`src/rtl/hazard_scoreboard.sv`:
```
`default_nettype none
// ============================================================================
// Module      : hazard_scoreboard
// Description : Pipeline hazard unit with a long-latency write scoreboard.
//               Produces E/M/D forwarding selects, load-use and scoreboard
//               stalls, and fetch/decode stall and flush controls. Tracks
//               outstanding MUL/DIV destinations in a pending bit vector.
//               Optional macro HAZARD_SCOREBOARD_WAW_EN adds WAW stalls on
//               D-stage writers whose destination is still pending.
// Revision    : 1.0 - initial release
// ============================================================================
module hazard_scoreboard #(
    parameter int REG_AW      = 5,
    parameter int MAX_PENDING = 4,
    parameter int CNT_W       = 3
) (
    input  logic              CLK,
    input  logic              RESETn,
    // decode stage
    input  logic [REG_AW-1:0] rs1D,
    input  logic [REG_AW-1:0] rs2D,
    input  logic [REG_AW-1:0] rdD,
    input  logic [6:0]        OpcodeD,
    input  logic              LongOpD,
    // execute stage
    input  logic [REG_AW-1:0] rs1E,
    input  logic [REG_AW-1:0] rs2E,
    input  logic [REG_AW-1:0] rdE,
    input  logic              MemtoRegE,
    input  logic              LongIssueE,
    input  logic [1:0]        PCSrcE,
    // memory / writeback stages
    input  logic [REG_AW-1:0] rs2M,
    input  logic [REG_AW-1:0] rdM,
    input  logic [REG_AW-1:0] rdW,
    input  logic              RegWriteM,
    input  logic              MemWriteM,
    input  logic              RegWriteW,
    input  logic              MemtoRegW,
    input  logic              LongDoneW,
    input  logic [REG_AW-1:0] LongRdW,
    input  logic              Busy,
    // outputs
    output logic [1:0]        ForwardAE,
    output logic [1:0]        ForwardBE,
    output logic              ForwardM,
    output logic              Forward1D,
    output logic              Forward2D,
    output logic              lwStall,
    output logic              ScbStall,
    output logic              StallF,
    output logic              StallD,
    output logic              FlushE,
    output logic              FlushD,
    output logic [CNT_W-1:0]  PendingCount,
    output logic              ScbError
);

    localparam int         NREG     = 1 << REG_AW;
    localparam logic [6:0] OP_RTYPE = 7'b0110011;
    localparam logic [6:0] OP_BRANCH= 7'b1100011;
    localparam logic [6:0] OP_JAL   = 7'b1101111;
    localparam logic [6:0] OP_LUI   = 7'b0110111;
    localparam logic [6:0] OP_AUIPC = 7'b0010111;
    localparam logic [CNT_W-1:0] CNT_MAX = CNT_W'(MAX_PENDING);
    localparam logic [CNT_W-1:0] CNT_ONE = CNT_W'(1);

    logic [NREG-1:0]  pending;
    logic [NREG-1:0]  pending_nxt;
    logic [CNT_W-1:0] count_nxt;

    logic rs1_active;
    logic rs2_active;
    logic raw1;
    logic raw2;
    logic waw;
    logic cap_stall;
    logic full;
    logic issue_req;
    logic done_ok;
    logic issue_ok;
    logic set_error;
    logic unused_pcsrc;

    // Only bit 0 of PCSrcE signals a taken redirect.
    assign unused_pcsrc = PCSrcE[1];

    // Source operand usage from the D-stage opcode.
    assign rs1_active = !((OpcodeD == OP_JAL) || (OpcodeD == OP_LUI) || (OpcodeD == OP_AUIPC));
    assign rs2_active = (OpcodeD == OP_RTYPE) || (OpcodeD == OP_BRANCH);

    // E-stage operand forwarding: memory stage takes priority over writeback.
    always_comb begin
        ForwardAE = 2'b00;
        ForwardBE = 2'b00;
        if ((rs1E == rdM) && RegWriteM && (rdM != '0))
            ForwardAE = 2'b10;
        else if ((rs1E == rdW) && RegWriteW && (rdW != '0))
            ForwardAE = 2'b01;
        if ((rs2E == rdM) && RegWriteM && (rdM != '0))
            ForwardBE = 2'b10;
        else if ((rs2E == rdW) && RegWriteW && (rdW != '0))
            ForwardBE = 2'b01;
    end

    assign ForwardM  = (rs2M == rdW) && MemWriteM && MemtoRegW && (rdW != '0);
    assign Forward1D = (rs1D == rdW) && RegWriteW && (rdW != '0);
    assign Forward2D = (rs2D == rdW) && RegWriteW && (rdW != '0);

    assign lwStall = MemtoRegE && (rdE != '0) &&
                     (((rs1D == rdE) && rs1_active) || ((rs2D == rdE) && rs2_active));

    // RAW against pending long writes; a completing write is forwarded
    // through the W->D path so it does not stall.
    assign raw1 = rs1_active && (rs1D != '0) &&
                  ((pending[rs1D] && !(LongDoneW && (LongRdW == rs1D))) ||
                   (LongIssueE && (rdE != '0) && (rs1D == rdE)));
    assign raw2 = rs2_active && (rs2D != '0) &&
                  ((pending[rs2D] && !(LongDoneW && (LongRdW == rs2D))) ||
                   (LongIssueE && (rdE != '0) && (rs2D == rdE)));

    assign full      = (PendingCount == CNT_MAX);
    assign cap_stall = LongOpD && full && !LongDoneW;

`ifdef HAZARD_SCOREBOARD_WAW_EN
    logic rd_writes;
    // Stores and branches are the only opcodes that never write rd.
    assign rd_writes = !((OpcodeD == 7'b0100011) || (OpcodeD == OP_BRANCH));
    assign waw       = rd_writes && (rdD != '0) && pending[rdD] &&
                       !(LongDoneW && (LongRdW == rdD));
`else
    logic unused_rdd;
    assign unused_rdd = ^rdD;
    assign waw        = 1'b0;
`endif

    assign ScbStall = raw1 || raw2 || waw || cap_stall;
    assign StallF   = lwStall || ScbStall || Busy;
    assign StallD   = lwStall || ScbStall || Busy;
    assign FlushE   = lwStall || ScbStall || PCSrcE[0];
    assign FlushD   = PCSrcE[0];

    // A completion is legal only for a tracked destination; a full
    // scoreboard accepts a new issue only when a legal completion frees a slot.
    assign done_ok   = LongDoneW && pending[LongRdW] && (PendingCount != '0);
    assign issue_req = LongIssueE && (rdE != '0);
    assign issue_ok  = issue_req && (!full || done_ok);
    assign set_error = (LongDoneW && !done_ok) || (issue_req && !issue_ok);

    // Next scoreboard state: clear the completing bit first so that an issue
    // to the same register in the same cycle keeps it set.
    always_comb begin
        pending_nxt = pending;
        count_nxt   = PendingCount;
        if (done_ok)
            pending_nxt[LongRdW] = 1'b0;
        if (issue_ok)
            pending_nxt[rdE] = 1'b1;
        case ({issue_ok, done_ok})
            2'b10:   count_nxt = PendingCount + CNT_ONE;
            2'b01:   count_nxt = PendingCount - CNT_ONE;
            default: count_nxt = PendingCount;
        endcase
    end

    // Scoreboard registers with synchronous active-low reset; error is sticky.
    always_ff @(posedge CLK) begin
        if (!RESETn) begin
            pending      <= '0;
            PendingCount <= '0;
            ScbError     <= 1'b0;
        end else begin
            pending      <= pending_nxt;
            PendingCount <= count_nxt;
            if (set_error)
                ScbError <= 1'b1;
        end
    end

endmodule
`default_nettype wire
```
`config.mk`:
```
export PLATFORM = sky130hd
export DESIGN_NAME = hazard_scoreboard
export DESIGN_NICKNAME = d
export VERILOG_FILES = /design/src/rtl/hazard_scoreboard.sv
export SDC_FILE = /design/constraint.sdc
export NUM_CORES = 1
export LEC_CHECK = 0
export ABC_AREA = 0
export BUFFER_PORTS_ARGS = -buffer_cell sky130_fd_sc_hd__buf_2
export CAP_MARGIN = 20
export CORE_MARGIN = 2
export CORE_UTILIZATION = 50
export CTS_CLUSTER_DIAMETER = 150
export DETAILED_ROUTE_END_ITERATION = 7
export MAX_ROUTING_LAYER = met4
export PLACE_DENSITY = 0.78
export SLEW_MARGIN = 20
export SYNTH_ARGS = -nofsm -noshare
export SYNTH_HDL_FRONTEND = slang
export SYNTH_SLANG_ARGS = --single-unit
```
`constraint.sdc`:
```
create_clock -name CLK -period 2.91 [get_ports CLK]
set_clock_uncertainty 0.05 [all_clocks]
set_input_delay 0.4365 -clock CLK [delete_from_list [all_inputs] [get_ports CLK]]
set_output_delay 0.4365 -clock CLK [all_outputs]
set_load 0.1 [all_outputs]
```
==> flow_summary.html <==
<table>
<tr><th>Metric</th><th>Value</th></tr>
<tr><th colspan="2">Logic synthesis</th></tr>
<tr><td>Number of warnings reported in the yosys synthesis log</td><td>0</td></tr>
<tr><td>Yosys top cell by area</td><td>sky130_fd_sc_hd__dfxtp_1</td></tr>
<tr><td>Nets in the synthesized netlist</td><td>about 470</td></tr>
<tr><td>Mean cell area of the mapped netlist</td><td>between 8 and 9 um^2</td></tr>
<tr><td>Synth cell types</td><td>55</td></tr>
<tr><td>Fraction of the yosys area taken by sequential cells</td><td>0.203</td></tr>
<tr><td>Syn Std Cell Area</td><td>roughly 0.0036 mm^2</td></tr>
<tr><td>Dominant register cell in the synthesized netlist</td><td>sky130_fd_sc_hd__dfxtp_1</td></tr>
<tr><td>Biggest area contributors in the synthesized netlist</td><td>sky130_fd_sc_hd__dfxtp_1, sky130_fd_sc_hd__mux4_2, sky130_fd_sc_hd__a32o_1</td></tr>
<tr><td>EDFF count, synth</td><td>0</td></tr>
<tr><td>Async set or reset register ratio after synthesis</td><td>0</td></tr>
<tr><td>Number of synthesized register bits</td><td>36</td></tr>
<tr><td>Number of cells produced by synthesis</td><td>around 400</td></tr>
<tr><td>Fraction of synthesized cell area taken by the top area cell type</td><td>0.203</td></tr>
<tr><th colspan="2">Floorplanning</th></tr>
<tr><td>Y dimension of the die</td><td>88.3 um</td></tr>
<tr><td>Starting Density</td><td>0.520</td></tr>
<tr><td>Std-Cell Rows</td><td>30</td></tr>
<tr><td>Number of top-level pins</td><td>87</td></tr>
<tr><td>Core Footprint</td><td>0.00683 mm^2</td></tr>
<tr><td>Die Span X</td><td>88.3 um</td></tr>
<tr><td>Die Outline Area</td><td>0.00779 mm^2</td></tr>
<tr><th colspan="2">Setup path</th></tr>
<tr><td>Crit path largest cell delay</td><td>between 0.4 and 0.5 ns</td></tr>
<tr><td>Arrival @ worst endpoint</td><td>~2.5 ns</td></tr>
<tr><td>Largest fanout on the critical path</td><td>4</td></tr>
<tr><td>Gate family responsible for the most delay along the worst path</td><td>multiplexers</td></tr>
<tr><td>Buffer and inverter count on the worst path</td><td>1</td></tr>
<tr><td>Cell breakdown of the critical path</td><td>mux4_2 -&gt; mux4_2 -&gt; mux2i_1 -&gt; a311oi_2 -&gt; a211oi_4 -&gt; nand2_2 -&gt; buf_12</td></tr>
<tr><td>Worst-case reg-to-reg path depth</td><td>10</td></tr>
<tr><td>Cell mode on critical path</td><td>sky130_fd_sc_hd__mux4_2</td></tr>
<tr><td>Kind of launch point of the worst setup path</td><td>register</td></tr>
<tr><td>Library cell contributing the largest single delay on the critical path</td><td>sky130_fd_sc_hd__mux4_2</td></tr>
<tr><td>Required arrival time at the worst endpoint</td><td>about 2.4 ns</td></tr>
<tr><td>Worst reg2reg path startpoint</td><td>pending[17]$_SDFF_PN0_</td></tr>
<tr><td>Worst Setup End Kind</td><td>output pin</td></tr>
<tr><td>Critical setup path kind</td><td>reg -&gt; out</td></tr>
<tr><td>R2R Setup Slk</td><td>between 0.2 and 0.25 ns</td></tr>
<tr><td>Worst reg2reg path endpoint</td><td>PendingCount[2]$_SDFFE_PN0P_</td></tr>
<tr><th colspan="2">GRT</th></tr>
<tr><td>Grt ovf</td><td>0</td></tr>
<tr><td>Met1 capacity usage during global routing</td><td>0.402</td></tr>
<tr><td>Vias in the first global route</td><td>about 3600</td></tr>
<tr><td>Highest-utilization routing layer at the global route stage</td><td>met2</td></tr>
<tr><td>Largest net degree at the start of global routing</td><td>45</td></tr>
<tr><td>Wire length of the first global-routing pass</td><td>between 15 and 20 mm</td></tr>
<tr><td>GRT met3 Usage</td><td>0.0476</td></tr>
<tr><td>Total global routing track utilization</td><td>0.304</td></tr>
<tr><td>Antenna violations before repair</td><td>0</td></tr>
<tr><td>GRT met2 Usage</td><td>0.489</td></tr>
<tr><th colspan="2">Timing</th></tr>
<tr><td>Final critical-path share of the clock period</td><td>1.02</td></tr>
<tr><td>Hold Slack</td><td>0.423 ns</td></tr>
<tr><td>Unrepaired setup endpoints after global routing</td><td>true</td></tr>
<tr><td>Setup violation total in the final timing report</td><td>4</td></tr>
<tr><td>Worst slew margin relative to its limit</td><td>0.422</td></tr>
<tr><td>Slack of the critical path</td><td>-0.0549 ns</td></tr>
<tr><td>Pins Over Slew Limit</td><td>0</td></tr>
<tr><td>Final Hold Viols</td><td>0</td></tr>
<tr><td>Min cycle time layout</td><td>between 2 and 3 ns</td></tr>
<tr><td>Worst-Margin Slew</td><td>around 0.86 ns</td></tr>
<tr><td>Highest Clock Rate</td><td>between 300 and 400 MHz</td></tr>
<tr><th colspan="2">Placed design</th></tr>
<tr><td>HPWL Detailed</td><td>approximately 8.6 mm</td></tr>
<tr><td>GPL Wtd Cong</td><td>between 1 and 1.5</td></tr>
<tr><td>Input/output buffers</td><td>80</td></tr>
<tr><th colspan="2">Clocking</th></tr>
<tr><td>TritonCTS clock tree</td><td>built</td></tr>
<tr><td>Reg clk slew, reported paths</td><td>around 0.08 ns</td></tr>
<tr><td>Post-cts hold buffer count</td><td>0</td></tr>
<tr><td>Buffers from clock root to sink, at most</td><td>2</td></tr>
<tr><td>H-tree depth reported by CTS</td><td>2</td></tr>
<tr><td>Clock buffers created by TritonCTS</td><td>5</td></tr>
<tr><td>Clock tree sinks</td><td>36</td></tr>
<tr><td>Clk Tree Root Cell</td><td>sky130_fd_sc_hd__clkbuf_8</td></tr>
<tr><td>Clock insertion delay at the later pin of the skew report</td><td>around 0.3 ns</td></tr>
<tr><th colspan="2">Min path</th></tr>
<tr><td>Start point of the worst hold path</td><td>pending[0]$_SDFF_PN0_</td></tr>
<tr><td>Number of cells on the worst hold path</td><td>2</td></tr>
<tr><td>Hold Crit Class</td><td>reg -&gt; reg</td></tr>
<tr><td>Min-Delay Endpoint</td><td>pending[0]$_SDFF_PN0_</td></tr>
<tr><th colspan="2">Drt</th></tr>
<tr><td>WL per Instance</td><td>roughly 20 um</td></tr>
<tr><td>Post-route DRC</td><td>0</td></tr>
<tr><td>Per-cell via count in the routed design</td><td>6.63</td></tr>
<tr><td>Number of search-and-repair iterations in the first detailed-routing pass</td><td>5</td></tr>
<tr><td>DRT Wirelength</td><td>roughly 11 mm</td></tr>
<tr><td>Via total after detailed routing</td><td>3786</td></tr>
<tr><td>Iter 0 DRT Violations</td><td>about 390</td></tr>
<tr><td>Remaining number of nets flagged by the antenna check after routing</td><td>0</td></tr>
<tr><th colspan="2">Status</th></tr>
<tr><td>Status</td><td>finished, violations left</td></tr>
<tr><td>Failing checks</td><td>setup timing</td></tr>
<tr><th colspan="2">Power and ir drop</th></tr>
<tr><td>Power density relative to cell area</td><td>between 300 and 400 mW/mm^2</td></tr>
<tr><td>Post-layout total power</td><td>~1.7 mW</td></tr>
<tr><td>Static leakage</td><td>1.74 nW</td></tr>
<tr><td>Worst vdd ir</td><td>around 0.20 mV</td></tr>
<tr><th colspan="2">Flow run</th></tr>
<tr><td>Max-capacitance violation count</td><td>0</td></tr>
<tr><th colspan="2">Final layout</th></tr>
<tr><td>Fraction of layout instances using a drive strength above 1</td><td>0.368</td></tr>
<tr><td>Total Nets Final</td><td>roughly 550</td></tr>
<tr><td>Fill count</td><td>between 500 and 600</td></tr>
<tr><td>Number of antenna diodes</td><td>0</td></tr>
<tr><td>Final cell utilization of the core</td><td>0.672</td></tr>
<tr><td>Layout-stage area growth over the synthesis result</td><td>29.3%</td></tr>
</table>
## worst register-to-register path, stage by stage (launching register included)
cell	delay (ns)
sky130_fd_sc_hd__dfxtp_1	0.36
sky130_fd_sc_hd__mux4_2	0.48
sky130_fd_sc_hd__and3_1	0.19
sky130_fd_sc_hd__a31oi_1	0.27
sky130_fd_sc_hd__o211ai_4	0.14
sky130_fd_sc_hd__nand4_1	0.18
sky130_fd_sc_hd__fa_1	0.28
sky130_fd_sc_hd__nor3b_1	0.20
sky130_fd_sc_hd__nand3_1	0.09
sky130_fd_sc_hd__mux2_1	0.33
sky130_fd_sc_hd__nand3_1	0.06
## area by class of cell
class                   instances  area (um^2)  area share
multi-input cells             307         2740       0.597
repair buffers                115          801       0.174
flip-flops and latches         36          736       0.160
well taps                      96          120      0.0262
clock inverters                 3         90.1      0.0196
clock buffers                   5         68.8      0.0150
inverters                       9         33.8     0.00736
## power by group
group          total (mW)  leakage, nW  switching, mW  internal [mW]
Combinational       0.562         1.37          0.356          0.207
Clock               0.632       0.0784          0.203          0.429
Sequential          0.523        0.296         0.0190          0.504
## metal layers
layer  share of wire  vias to the layer above
li1                -                     1691
met1            0.41                     1833
met2            0.47                      237
met3            0.10                       25
met4           0.019                        0
met5               0                        -
## cell usage in the layout, fill, tap and decap left out, types with 19 or more instances in the layout
cell type and instances:
sky130_fd_sc_hd__buf_2 73, sky130_fd_sc_hd__xor2_1 34, sky130_fd_sc_hd__a32o_1 32, sky130_fd_sc_hd__buf_4 32
sky130_fd_sc_hd__nor2_1 27, sky130_fd_sc_hd__dfxtp_1 26, sky130_fd_sc_hd__xnor2_1 21, sky130_fd_sc_hd__mux4_2 20
sky130_fd_sc_hd__nand4_1 19
## how the worst max path moves through the flow
stage | end | from | cells past startpoint | slack, ns
6_report | FlushE | pending[13]$_SDFF_PN0_ | 7 | -0.05
5_1_grt | FlushE | pending[15]$_SDFF_PN0_ | 7 | -0.11
4_1_cts | StallF | pending[15]$_SDFF_PN0_ | 7 | -0.06
3_5_place_dp | ScbStall | rs2D[0] | 9 | -0.19
3_3_place_gp | StallF | rs1D[1] | 8 | -0.14
2_1_floorplan | StallF | rs1D[1] | 8 | -0.11
## cells in the mapped netlist, drive strengths merged, types with 3 or more instances
library cell  count
mux2              3
a21oi             6
mux4             21
xor2             34
nand4            19
dfxtp            36
clkbuf           32
a32o             32
o211ai            3
xnor2            21
and3              3
buf              14
or3b              6
nor2             27
nand3            14
nand2b            6
nor4             13
o21ai             4
a211oi            4
inv               9
nor2b             3
mux2i            14
nand4b           10
or4               8
and2              3
nor3             13
nand2            17
## stage by stage
| stage | setup WS (ns) | instances | setup TNS (ns) | area (um^2) |
|---|---|---|---|---|
| final | -0.0549 | 571 | -0.166 | 4590 |
| after global placement | -0.144 | 562 | -0.570 | 4350 |
| after floorplan | -0.109 | 398 | -0.227 | 3780 |
| after global routing | -0.114 | 571 | -0.406 | 4590 |
| after CTS | -0.0597 | 571 | -0.198 | 4580 |
| after detailed placement | -0.192 | 562 | -0.784 | 4350 |
## timing repair
| action | in CTS | in global routing |
|---|---|---|
| pin swaps | 3 | 3 |
| endpoints found under the hold margin | 0 | 0 |
| gates cloned | 0 | 0 |
| setup buffers | 1 | 0 |
| endpoints found under the setup margin | 4 | 4 |
| gates resized for setup | 24 | 5 |
## flip-flops by register name, indices dropped and copies added, names as in the netlist
register,flops
PendingCount,3
pending,32
ScbError,1
## kinds of logic (layout without fill, tap and decap cells)
family	Yosys count	in the layout	share of synthesized area
buffers and inverters	55	132	0.0666
AOI/OAI and AO/OA	64	64	0.160
muxes	38	38	0.183
DFF	36	36	0.203
and+or+nand+nor	149	149	0.246
adders and majority gates	1	1	0.00564
xor gates and xnor gates	55	55	0.136
No activity file was read; power rests on OpenSTA's default activity.
